<file path="config.mk">
export PLATFORM = sky130hd
export DESIGN_NAME = mru_tracker
export DESIGN_NICKNAME = d
export VERILOG_FILES = /design/src/rtl/mru_pkg.sv /design/src/rtl/mru_stack.sv /design/src/rtl/mru_tracker.sv
export SDC_FILE = /design/constraint.sdc
export NUM_CORES = 1
export LEC_CHECK = 0
export ABC_AREA = 0
export BUFFER_PORTS_ARGS = -buffer_cell sky130_fd_sc_hd__buf_2
export CAP_MARGIN = 20
export CORE_MARGIN = 1.5
export CORE_UTILIZATION = 46
export DETAILED_ROUTE_END_ITERATION = 10
export GPL_TIMING_DRIVEN = 0
export HOLD_SLACK_MARGIN = 0.15
export PLACE_DENSITY_LB_ADDON = 0.2
export SYNTH_ARGS = -nofsm -noshare
export SYNTH_HDL_FRONTEND = slang
export SYNTH_SLANG_ARGS = --single-unit
</file>
<file path="constraint.sdc">
create_clock -name clk -period 1.8 [get_ports clk]
set_clock_uncertainty 0.2 [all_clocks]
set_input_delay 0 -clock clk [delete_from_list [all_inputs] [get_ports clk]]
set_output_delay 0 -clock clk [all_outputs]
set_load 0.01 [all_outputs]
</file>
<file path="src/rtl/mru_pkg.sv">
// mru_pkg: shared types and helpers for the MRU/LRU recency tracker.
//   policy_e    - replacement policy selector (evict most or least recent)
//   onehot_t    - result of onehot_idx: valid flag plus index of the set bit
//   is_onehot   - true when exactly one bit of a (zero-extended) vector is set
//   onehot_idx  - index of the set bit, valid only for a one-hot vector
//   STAT_W      - width of the optional hit/miss statistics counters
package mru_pkg;

    localparam int unsigned STAT_W    = 16;
    localparam int unsigned VEC_W     = 32;
    localparam int unsigned VEC_IDX_W = 5;

    typedef enum logic {
        POL_MRU = 1'b0,
        POL_LRU = 1'b1
    } policy_e;

    typedef struct packed {
        logic                 vld;
        logic [VEC_IDX_W-1:0] idx;
    } onehot_t;

    // v & (v-1) clears the lowest set bit; zero afterwards means at most one bit
    function automatic logic is_onehot(input logic [VEC_W-1:0] v);
        return (v != '0) && ((v & (v - VEC_W'(1))) == '0);
    endfunction

    function automatic onehot_t onehot_idx(input logic [VEC_W-1:0] v);
        onehot_t r;
        r.vld = is_onehot(v);
        r.idx = '0;
        for (int i = 0; i < int'(VEC_W); i++) begin
            if (v[i]) r.idx = VEC_IDX_W'(i);
        end
        return r;
    endfunction

endpackage

</file>
<file path="src/rtl/mru_stack.sv">
// mru_stack: recency stack of DEPTH slots (slot 0 = most recent) with
// lookup, shift/insert and eviction, plus a registered residency mask.
//   clk, rst     - clock, synchronous active-high reset
//   acc          - accepted access this cycle (one-hot request on tick)
//   ch           - channel index of the access
//   policy       - victim choice when full: POL_MRU = slot 0, POL_LRU = slot DEPTH-1
//   resident     - registered bit-per-channel residency mask
//   occupancy    - registered number of valid slots
//   hit_c        - ch is currently resident
//   evict_c      - a miss on a full stack would displace an entry
//   evict_idx_c  - channel that would be displaced
module mru_stack
    import mru_pkg::*;
#(
    parameter int unsigned N_CH  = 5,
    parameter int unsigned DEPTH = 4
) (
    input  logic                             clk,
    input  logic                             rst,
    input  logic                             acc,
    input  logic [$clog2(N_CH)-1:0]          ch,
    input  policy_e                          policy,
    output logic [N_CH-1:0]                  resident,
    output logic [$clog2(DEPTH+1)-1:0]       occupancy,
    output logic                             hit_c,
    output logic                             evict_c,
    output logic [$clog2(N_CH)-1:0]          evict_idx_c
);

    localparam int unsigned IDX_W = $clog2(N_CH);
    localparam int unsigned OCC_W = $clog2(DEPTH+1);

    logic [IDX_W-1:0] slot_q   [DEPTH];
    logic [IDX_W-1:0] slot_nxt [DEPTH];
    logic [DEPTH-1:0] valid;
    logic [DEPTH-1:0] match;
    logic [DEPTH-1:0] at_or_above_hit;
    logic             full;
    logic             shift_all;
    logic             seen;
    logic [OCC_W-1:0] occ_nxt;
    logic [N_CH-1:0]  res_nxt;

    // Lookup and next-state computation for the slot array
    always_comb begin
        valid           = '0;
        match           = '0;
        at_or_above_hit = '0;
        seen            = 1'b0;
        for (int i = 0; i < int'(DEPTH); i++) begin
            valid[i] = OCC_W'(i) < occupancy;
            match[i] = valid[i] && (slot_q[i] == ch);
        end
        // at_or_above_hit[i]: the hit slot is at position >= i, so slot i shifts
        for (int i = int'(DEPTH) - 1; i >= 0; i--) begin
            seen               = seen | match[i];
            at_or_above_hit[i] = seen;
        end
        hit_c       = at_or_above_hit[0];
        full        = (occupancy == OCC_W'(DEPTH));
        evict_c     = !hit_c && full;
        evict_idx_c = (policy == POL_LRU) ? slot_q[DEPTH-1] : slot_q[0];
        // MRU eviction on a full stack overwrites slot 0 in place
        shift_all   = !hit_c && !(full && (policy == POL_MRU));

        slot_nxt[0] = ch;
        for (int i = 1; i < int'(DEPTH); i++) begin
            slot_nxt[i] = (hit_c ? at_or_above_hit[i] : shift_all) ? slot_q[i-1] : slot_q[i];
        end

        occ_nxt = occupancy;
        if (!hit_c && !full) occ_nxt = occupancy + OCC_W'(1);

        res_nxt = resident;
        if (evict_c) res_nxt[evict_idx_c] = 1'b0;
        res_nxt[ch] = 1'b1;
    end

    // Slot array, occupancy and residency mask registers
    always_ff @(posedge clk) begin
        if (rst) begin
            occupancy <= '0;
            resident  <= '0;
            for (int i = 0; i < int'(DEPTH); i++) slot_q[i] <= '0;
        end else if (acc) begin
            occupancy <= occ_nxt;
            resident  <= res_nxt;
            for (int i = 0; i < int'(DEPTH); i++) slot_q[i] <= slot_nxt[i];
        end
    end

endmodule

</file>
<file path="src/rtl/mru_tracker.sv">
// mru_tracker: recency tracker for N_CH one-hot request channels holding up
// to DEPTH resident channels, with run-time MRU/LRU replacement.
//   clk, rst             - clock, synchronous active-high reset (wins over tick)
//   tick                 - sample enable, one cycle wide
//   req                  - request lines, bit i = channel i
//   policy               - 0 = evict MRU, 1 = evict LRU (sampled with tick)
//   led                  - bit i high while channel i is resident
//   hit, miss            - pulse: accepted request resident / not resident
//   evict_vld, evict_idx - pulse and index of a displaced channel
//   req_err              - pulse: tick with more than one req bit set
//   occupancy            - number of resident entries
//   hit_count, miss_count- saturating statistics, built only with MRU_STATS_EN
//                          defined; tied to 0 otherwise
module mru_tracker
    import mru_pkg::*;
#(
    parameter int unsigned N_CH  = 5,
    parameter int unsigned DEPTH = 4
) (
    input  logic                        clk,
    input  logic                        rst,
    input  logic                        tick,
    input  logic [N_CH-1:0]             req,
    input  logic                        policy,
    output logic [N_CH-1:0]             led,
    output logic                        hit,
    output logic                        miss,
    output logic                        evict_vld,
    output logic [$clog2(N_CH)-1:0]     evict_idx,
    output logic                        req_err,
    output logic [$clog2(DEPTH+1)-1:0]  occupancy,
    output logic [STAT_W-1:0]           hit_count,
    output logic [STAT_W-1:0]           miss_count
);

    localparam int unsigned IDX_W = $clog2(N_CH);

    onehot_t          oh_c;
    logic             acc_c;
    logic             req_err_c;
    logic [IDX_W-1:0] ch_c;
    logic             hit_c;
    logic             evict_c;
    logic [IDX_W-1:0] evict_idx_c;

    // Request qualification; tick gates everything so X on idle req is harmless
    always_comb begin
        oh_c      = onehot_idx(VEC_W'(req));
        acc_c     = tick && oh_c.vld;
        req_err_c = tick && (req != '0) && !oh_c.vld;
        ch_c      = IDX_W'(oh_c.idx);
    end

    mru_stack #(
        .N_CH  (N_CH),
        .DEPTH (DEPTH)
    ) u_stack (
        .clk         (clk),
        .rst         (rst),
        .acc         (acc_c),
        .ch          (ch_c),
        .policy      (policy_e'(policy)),
        .resident    (led),
        .occupancy   (occupancy),
        .hit_c       (hit_c),
        .evict_c     (evict_c),
        .evict_idx_c (evict_idx_c)
    );

    // Single-cycle status pulses; evict_idx holds the last victim
    always_ff @(posedge clk) begin
        if (rst) begin
            hit       <= 1'b0;
            miss      <= 1'b0;
            evict_vld <= 1'b0;
            evict_idx <= '0;
            req_err   <= 1'b0;
        end else begin
            hit       <= acc_c && hit_c;
            miss      <= acc_c && !hit_c;
            evict_vld <= acc_c && evict_c;
            req_err   <= req_err_c;
            if (acc_c && evict_c) evict_idx <= evict_idx_c;
        end
    end

`ifdef MRU_STATS_EN
    // Saturating counters advanced by the outgoing pulses
    always_ff @(posedge clk) begin
        if (rst) begin
            hit_count  <= '0;
            miss_count <= '0;
        end else begin
            if (hit && (hit_count != '1))   hit_count  <= hit_count + STAT_W'(1);
            if (miss && (miss_count != '1)) miss_count <= miss_count + STAT_W'(1);
        end
    end
`else
    assign hit_count  = '0;
    assign miss_count = '0;
`endif

endmodule

</file>
### After elaboration in Yosys (flattened, before gate mapping)

Memory sizes are Yosys's and may differ from the RTL's.
Cells that the tools add are included.

* $add $sub $neg: 2
* $lt $le $gt $ge: 8
* equal/unequal tests: 5
* mux-type cells: 25
* bitwise operators: 12
* reduce and logical (&&, ||, !) cells: 24

Operators with widths (number)
* 3-bit two-way mux: 11
* 5-bit by 32-bit bitwise AND with 32-bit output: 1
* 32-bit zero test: 1
* 1-bit logical AND: 17
* 3-bit equality test: 4
* 1-bit two-way mux: 11
* 3-bit by 4-bit < comparator with 1-bit output, second input constant: 2
* 1-bit bitwise OR: 7
* 1-bit demux with 3-bit select: 2
* 3-bit by 1-bit >= comparator with 1-bit output, second input constant: 2
* 1-bit by 3-bit < comparator with 1-bit output, first input constant: 2
* 2-bit by 3-bit < comparator with 1-bit output, first input constant: 2
* 5-bit by 1-bit subtractor with 6-bit output, second input constant: 1
* 5-bit bitwise AND: 1
* 5-bit two-way mux: 1
* 5-bit NOT: 1
* 5-bit bitwise OR: 1
* 5-bit nonzero test: 1
* 1-bit zero test: 4
* 3-bit by 1-bit adder with 3-bit output, second input constant: 1
* 3-bit equality test, second input constant: 1
* 2-bit AND reduction: 1
* 1-bit NOT: 1

* bits in registers: 15
* bits in writable memories: 12
* bits of input ports: 9
* output and inout bits: 47
* memories: 1

Memory list
* u_stack.slot_q: words 4, bits a word 3, read ports 4, clocked after Yosys merged registers in 0, wr ports 4, line mru_stack.sv:33 `logic [IDX_W-1:0] slot_q [DEPTH];`

### Depth between registers and ports, before layout

* depth in word-level cells: 14
* depth in mapped cells: 9

### By module

A second synthesis with hierarchy kept.

* cell total of the unflattened synthesis: 193
* area, all modules: 1795.5 µm²

By module, submodules not included
* mru_stack: times used 1, cells an instance 118, area an instance 1166.1 µm²
* mru_tracker: times used 1, cells an instance 75, area an instance 629.4 µm²

### Worst setup path after synthesis

OpenSTA, ideal clock, no wires.

* path kind: register to register
* from: reg u_stack.occupancy[2]
* to: reg u_stack.occupancy[0]
* setup time: 0.123 ns
* arrival: 1.705 ns
* data required time: 1.477 ns
* slack: -0.228 ns
* stages on the path, launching flop included: 6
* buffers on the path: 1
* cell sequence: dfxtp_1 clkbuf_1 o311ai_1 o2bb2ai_2 nor3_4 mux2_1

* word-level cells in the longest chain between the ends: 8

Ends and longest elaborated chain
* from (decl): line mru_stack.sv:24 `output logic [$clog2(DEPTH+1)-1:0] occupancy,`
* from (signal assigned): line mru_stack.sv:86 `occupancy <= occ_nxt;`
* 2-bit by 3-bit < comparator with 1-bit output: line mru_stack.sv:51 `valid[i] = OCC_W'(i) < occupancy;`
* 1-bit logical AND: line mru_stack.sv:52 `match[i] = valid[i] && (slot_q[i] == ch);`
* 1-bit bitwise OR (3 in a row): line mru_stack.sv:56 `seen = seen | match[i];`
* 1-bit zero test: line mru_stack.sv:72 `if (!hit_c && !full) occ_nxt = occupancy + OCC_W'(1);`
* 1-bit logical AND *: line mru_stack.sv:72
* 2-bit AND reduction (no source line) *

Mark *: on every way between the ends. The rest lies on a longest branch, timed or not.
A chain may end at the register's enable or synchronous reset.

==> flow_summary.html <==
<table>
<tr><th>Metric</th><th>Value</th></tr>
<tr><th colspan="2">Run status</th></tr>
<tr><td>Status</td><td>finished, violations left</td></tr>
<tr><td>Violated checks</td><td>negative setup slack</td></tr>
<tr><th colspan="2">Global routing</th></tr>
<tr><td>Largest net degree at the start of global routing</td><td>16</td></tr>
<tr><td>Grt ovf</td><td>0</td></tr>
<tr><td>Global router's overall resource usage</td><td>0.206</td></tr>
<tr><td>Vias in the first global route</td><td>1441</td></tr>
<tr><td>First-pass GRT wire length</td><td>6.78 mm</td></tr>
<tr><td>Number of antenna violations at the first check in global routing</td><td>0</td></tr>
<tr><th colspan="2">Worst hold path</th></tr>
<tr><td>Worst Hold Class</td><td>input pin to flip-flop</td></tr>
<tr><th colspan="2">Clock tree</th></tr>
<tr><td>CTS HTree Levels</td><td>1</td></tr>
<tr><td>Clock transition at the registers of the reported paths</td><td>approximately 0.090 ns</td></tr>
<tr><td>Clock buffers created by TritonCTS</td><td>3</td></tr>
<tr><td>Cell at the root of the clock tree</td><td>sky130_fd_sc_hd__clkbuf_8</td></tr>
<tr><td>CTS tree</td><td>done</td></tr>
<tr><td>Clock Latency Late Sink</td><td>between 0.2 and 0.3 ns</td></tr>
<tr><td>Number of buffers on the longest clock path</td><td>2</td></tr>
<tr><td>Clk sink count</td><td>27</td></tr>
<tr><th colspan="2">Power</th></tr>
<tr><td>Max rail drop VDD</td><td>around 0.45 mV</td></tr>
<tr><td>Lkg Pwr</td><td>~1.2 nW</td></tr>
<tr><td>P per Cell Area</td><td>roughly 540 mW/mm²</td></tr>
<tr><th colspan="2">Route</th></tr>
<tr><td>Number of vias in the routed layout</td><td>~1600</td></tr>
<tr><td>Number of nets still failing antenna checks after routing</td><td>0</td></tr>
<tr><td>Number of search-and-repair iterations in the first detailed-routing pass</td><td>4</td></tr>
<tr><td>Wirelength per Cell</td><td>14.4 µm</td></tr>
<tr><td>Post-detailed-routing wire length</td><td>around 4.8 mm</td></tr>
<tr><td>Via-to-Cell Ratio</td><td>4.99</td></tr>
<tr><td>Number of DRC markers after the initial detailed-route iteration</td><td>between 100 and 150</td></tr>
<tr><td>DRC violation count after routing</td><td>0</td></tr>
<tr><th colspan="2">Finish</th></tr>
<tr><td>Area growth from synthesis to layout</td><td>46.8%</td></tr>
<tr><td>Core utilization of the finished layout</td><td>0.716</td></tr>
<tr><td>Area used by multi-input combinational logic</td><td>around 0.0012 mm²</td></tr>
<tr><td>Layout fillers</td><td>approximately 280</td></tr>
<tr><td>Share of final-layout standard cells stronger than drive strength 1</td><td>0.431</td></tr>
<tr><td>Number of nets in the layout</td><td>about 290</td></tr>
<tr><td>Area taken by flip-flops and latches</td><td>roughly 670 µm²</td></tr>
<tr><td>Antenna cell count</td><td>0</td></tr>
<tr><th colspan="2">Timing</th></tr>
<tr><td>Period utilization</td><td>1.11</td></tr>
<tr><td>Slack of the critical path</td><td>-0.193 ns</td></tr>
<tr><td>Highest clock frequency the design can meet</td><td>~500 MHz</td></tr>
<tr><td>Final hold vios</td><td>0</td></tr>
<tr><td>Final number of setup-violating endpoints</td><td>20</td></tr>
<tr><td>Setup tns final</td><td>-2.04 ns</td></tr>
<tr><td>Number of max-slew violations in the final report</td><td>0</td></tr>
<tr><td>Crit path time final</td><td>1.99 ns</td></tr>
<tr><td>Setup repair after global routing missed its margin</td><td>yes</td></tr>
<tr><th colspan="2">Synthesis</th></tr>
<tr><td>Most common cell in the synthesized netlist</td><td>sky130_fd_sc_hd__buf_4</td></tr>
<tr><td>Cell variety after synth</td><td>53</td></tr>
<tr><td>EDFF count, synth</td><td>12</td></tr>
<tr><td>Dominant cells by area after synthesis</td><td>sky130_fd_sc_hd__edfxtp_1 (20%), sky130_fd_sc_hd__dfxtp_1 (17%), sky130_fd_sc_hd__buf_4 (14%), sky130_fd_sc_hd__and3_1 (3.8%), sky130_fd_sc_hd__nor2_1 (2.9%)</td></tr>
<tr><td>List of most frequent post-synthesis cells</td><td>sky130_fd_sc_hd__buf_4 (33), sky130_fd_sc_hd__dfxtp_1 (15), sky130_fd_sc_hd__nor2_1 (14)</td></tr>
<tr><td>Post-synthesis cell type with the largest combined area</td><td>sky130_fd_sc_hd__edfxtp_1</td></tr>
<tr><td>Gate count of the mapped netlist</td><td>197</td></tr>
<tr><td>Synthesized flop and latch total</td><td>27</td></tr>
<tr><td>Number of warnings printed during yosys synthesis</td><td>0</td></tr>
<tr><td>Post-synthesis instance area</td><td>approximately 0.0018 mm²</td></tr>
<tr><td>Mean Syn Cell Area</td><td>~9.2 µm²</td></tr>
<tr><td>Fraction of registers with async set or reset after synthesis</td><td>0</td></tr>
<tr><td>Share of the yosys chip area belonging to registers</td><td>0.364</td></tr>
<tr><td>Commonest register cell after synthesis</td><td>sky130_fd_sc_hd__dfxtp_1</td></tr>
<tr><td>Share of the synthesized area in the top cell type</td><td>0.199</td></tr>
<tr><th colspan="2">Setup path</th></tr>
<tr><td>Worst Path Required</td><td>between 1.5 and 2 ns</td></tr>
<tr><td>Arrival time reported for the critical path endpoint</td><td>roughly 1.8 ns</td></tr>
<tr><td>Worst setup path category</td><td>flip-flop to flip-flop</td></tr>
<tr><td>Critical path launch point type</td><td>flip-flop</td></tr>
<tr><td>Largest fanout on the critical path</td><td>7</td></tr>
<tr><td>Crit. End Element</td><td>flip-flop</td></tr>
<tr><th colspan="2">Placed design</th></tr>
<tr><td>HPWL after detailed placement</td><td>2.88 mm</td></tr>
<tr><td>GPL Wtd Cong</td><td>between 0.7 and 0.8</td></tr>
<tr><td>Buffers added on ports</td><td>21</td></tr>
<tr><th colspan="2">Floorplan</th></tr>
<tr><td>Die width</td><td>around 66 µm</td></tr>
<tr><td>Starting density of the core</td><td>0.488</td></tr>
<tr><td>Die H</td><td>65.8 µm</td></tr>
<tr><td>Number of placed I/O pins</td><td>56</td></tr>
<tr><td>Core Area</td><td>roughly 0.0037 mm²</td></tr>
<tr><td>Area of the die</td><td>around 0.0043 mm²</td></tr>
<tr><td>Number of placement rows</td><td>22</td></tr>
<tr><th colspan="2">Run</th></tr>
<tr><td># Max-Cap Violations</td><td>0</td></tr>
</table>
-- timing repair --
item / 4_1_cts / 5_1_grt
resized for setup: 12 / 27
endpoints found under the hold margin: 21 / 0
hold buffers: 12 / 0
pin swaps: 10 / 14
buffers inserted: 12 / 6
endpoints found under the setup margin: 18 / 22
-- metal layers --
| layer | wire [µm] | GRT usage | vias to the layer above |
|---|---|---|---|
| met1 | 1940 | 0.264 | 771 |
| met2 | 2510 | 0.362 | 66 |
| met3 | 280 | 0.0358 | 2 |
| met4 | 23 | 0.0417 | 0 |
| li1 | - | - | 803 |
| met5 | 0 | 0 | - |
-- metrics by stage --
stage / cell area, µm² / total power, mW / setup slack, ns / hold WS (ns) / instances
after floorplan: 2010 / 0.951 / -0.0299 / -0.0294 / 228
final: 2660 / 1.45 / -0.193 / 0.219 / 329
after global placement: 2170 / 1.01 / -0.261 / 0.0978 / 297
after global routing: 2660 / 1.52 / -0.240 / 0.212 / 329
after CTS: 2480 / 1.41 / -0.146 / 0.176 / 324
after detailed placement: 2170 / 1.01 / -0.266 / 0.0958 / 297
-- state kept, by name (all words and copies together), names as in the netlist --
name	cells
evict_idx	3
req_err	1
hit	1
u_stack.occupancy	3
u_stack.slot_q	12
evict_vld	1
miss	1
u_stack.resident	5
-- power by group --
part           switching (mW)  leakage (nW)  internal (mW)
Combinational           0.211         0.947          0.191
Sequential             0.0285         0.248          0.669
Clock                   0.194        0.0255          0.155
-- worst max-delay path, cell delays in order (launching register included) --
cell and delay [ns]:
sky130_fd_sc_hd__edfxtp_1 0.42, sky130_fd_sc_hd__xnor2_1 0.20, sky130_fd_sc_hd__o21ai_1 0.09, sky130_fd_sc_hd__nor2_1 0.17, sky130_fd_sc_hd__a32o_2 0.16, sky130_fd_sc_hd__buf_6 0.14, sky130_fd_sc_hd__o21ai_4 0.07, sky130_fd_sc_hd__o31a_1 0.30
-- area by class of cell --
cell class | count | area share
multi-input cells | 150 | 0.449
flip-flops and latches | 27 | 0.252
repair buffers | 50 | 0.134
plain buffers | 41 | 0.112
well taps | 48 | 0.0226
clock buffers | 3 | 0.0155
inverters | 9 | 0.0127
clock inverters | 1 | 0.00188
-- logic make-up after synthesis --
group	synth area share
AO/OA/AOI/OAI	0.162
XOR/XNOR	0.0669
adder cells (fa/ha/maj)	0.0193
buffers and inverters	0.184
flip-flops	0.364
multiplexers	0.0228
other	0.00207
AND/OR/NAND/NOR	0.179
-- layout by cell type (no fill, tap or decap), types with 4 or more instances in the layout --
master / instances
sky130_fd_sc_hd__xor2_2: 4
sky130_fd_sc_hd__nand2_1: 9
sky130_fd_sc_hd__a21o_1: 4
sky130_fd_sc_hd__a21oi_1: 5
sky130_fd_sc_hd__inv_1: 7
sky130_fd_sc_hd__buf_4: 50
sky130_fd_sc_hd__nor2_1: 13
sky130_fd_sc_hd__dlygate4sd3_1: 12
sky130_fd_sc_hd__a31oi_1: 4
sky130_fd_sc_hd__and3_1: 10
sky130_fd_sc_hd__conb_1: 32
sky130_fd_sc_hd__buf_2: 23
sky130_fd_sc_hd__dfxtp_1: 12
sky130_fd_sc_hd__nor3_1: 4
sky130_fd_sc_hd__edfxtp_1: 12
-- final timing paths --
kind	start	endpoint	slack (ns)	depth (start not counted)
worst max register to register	u_stack.slot_q[1][2]	u_stack.slot_q[2][2]	-0.19	7
worst min-delay path	req[4]	u_stack.slot_q[0][2]	0.22	3
worst min register to register	u_stack.resident[1]	u_stack.resident[1]	0.30	2
worst max-delay path	u_stack.slot_q[1][2]	u_stack.slot_q[2][2]	-0.19	7
(Power assumes the default switching activity.)
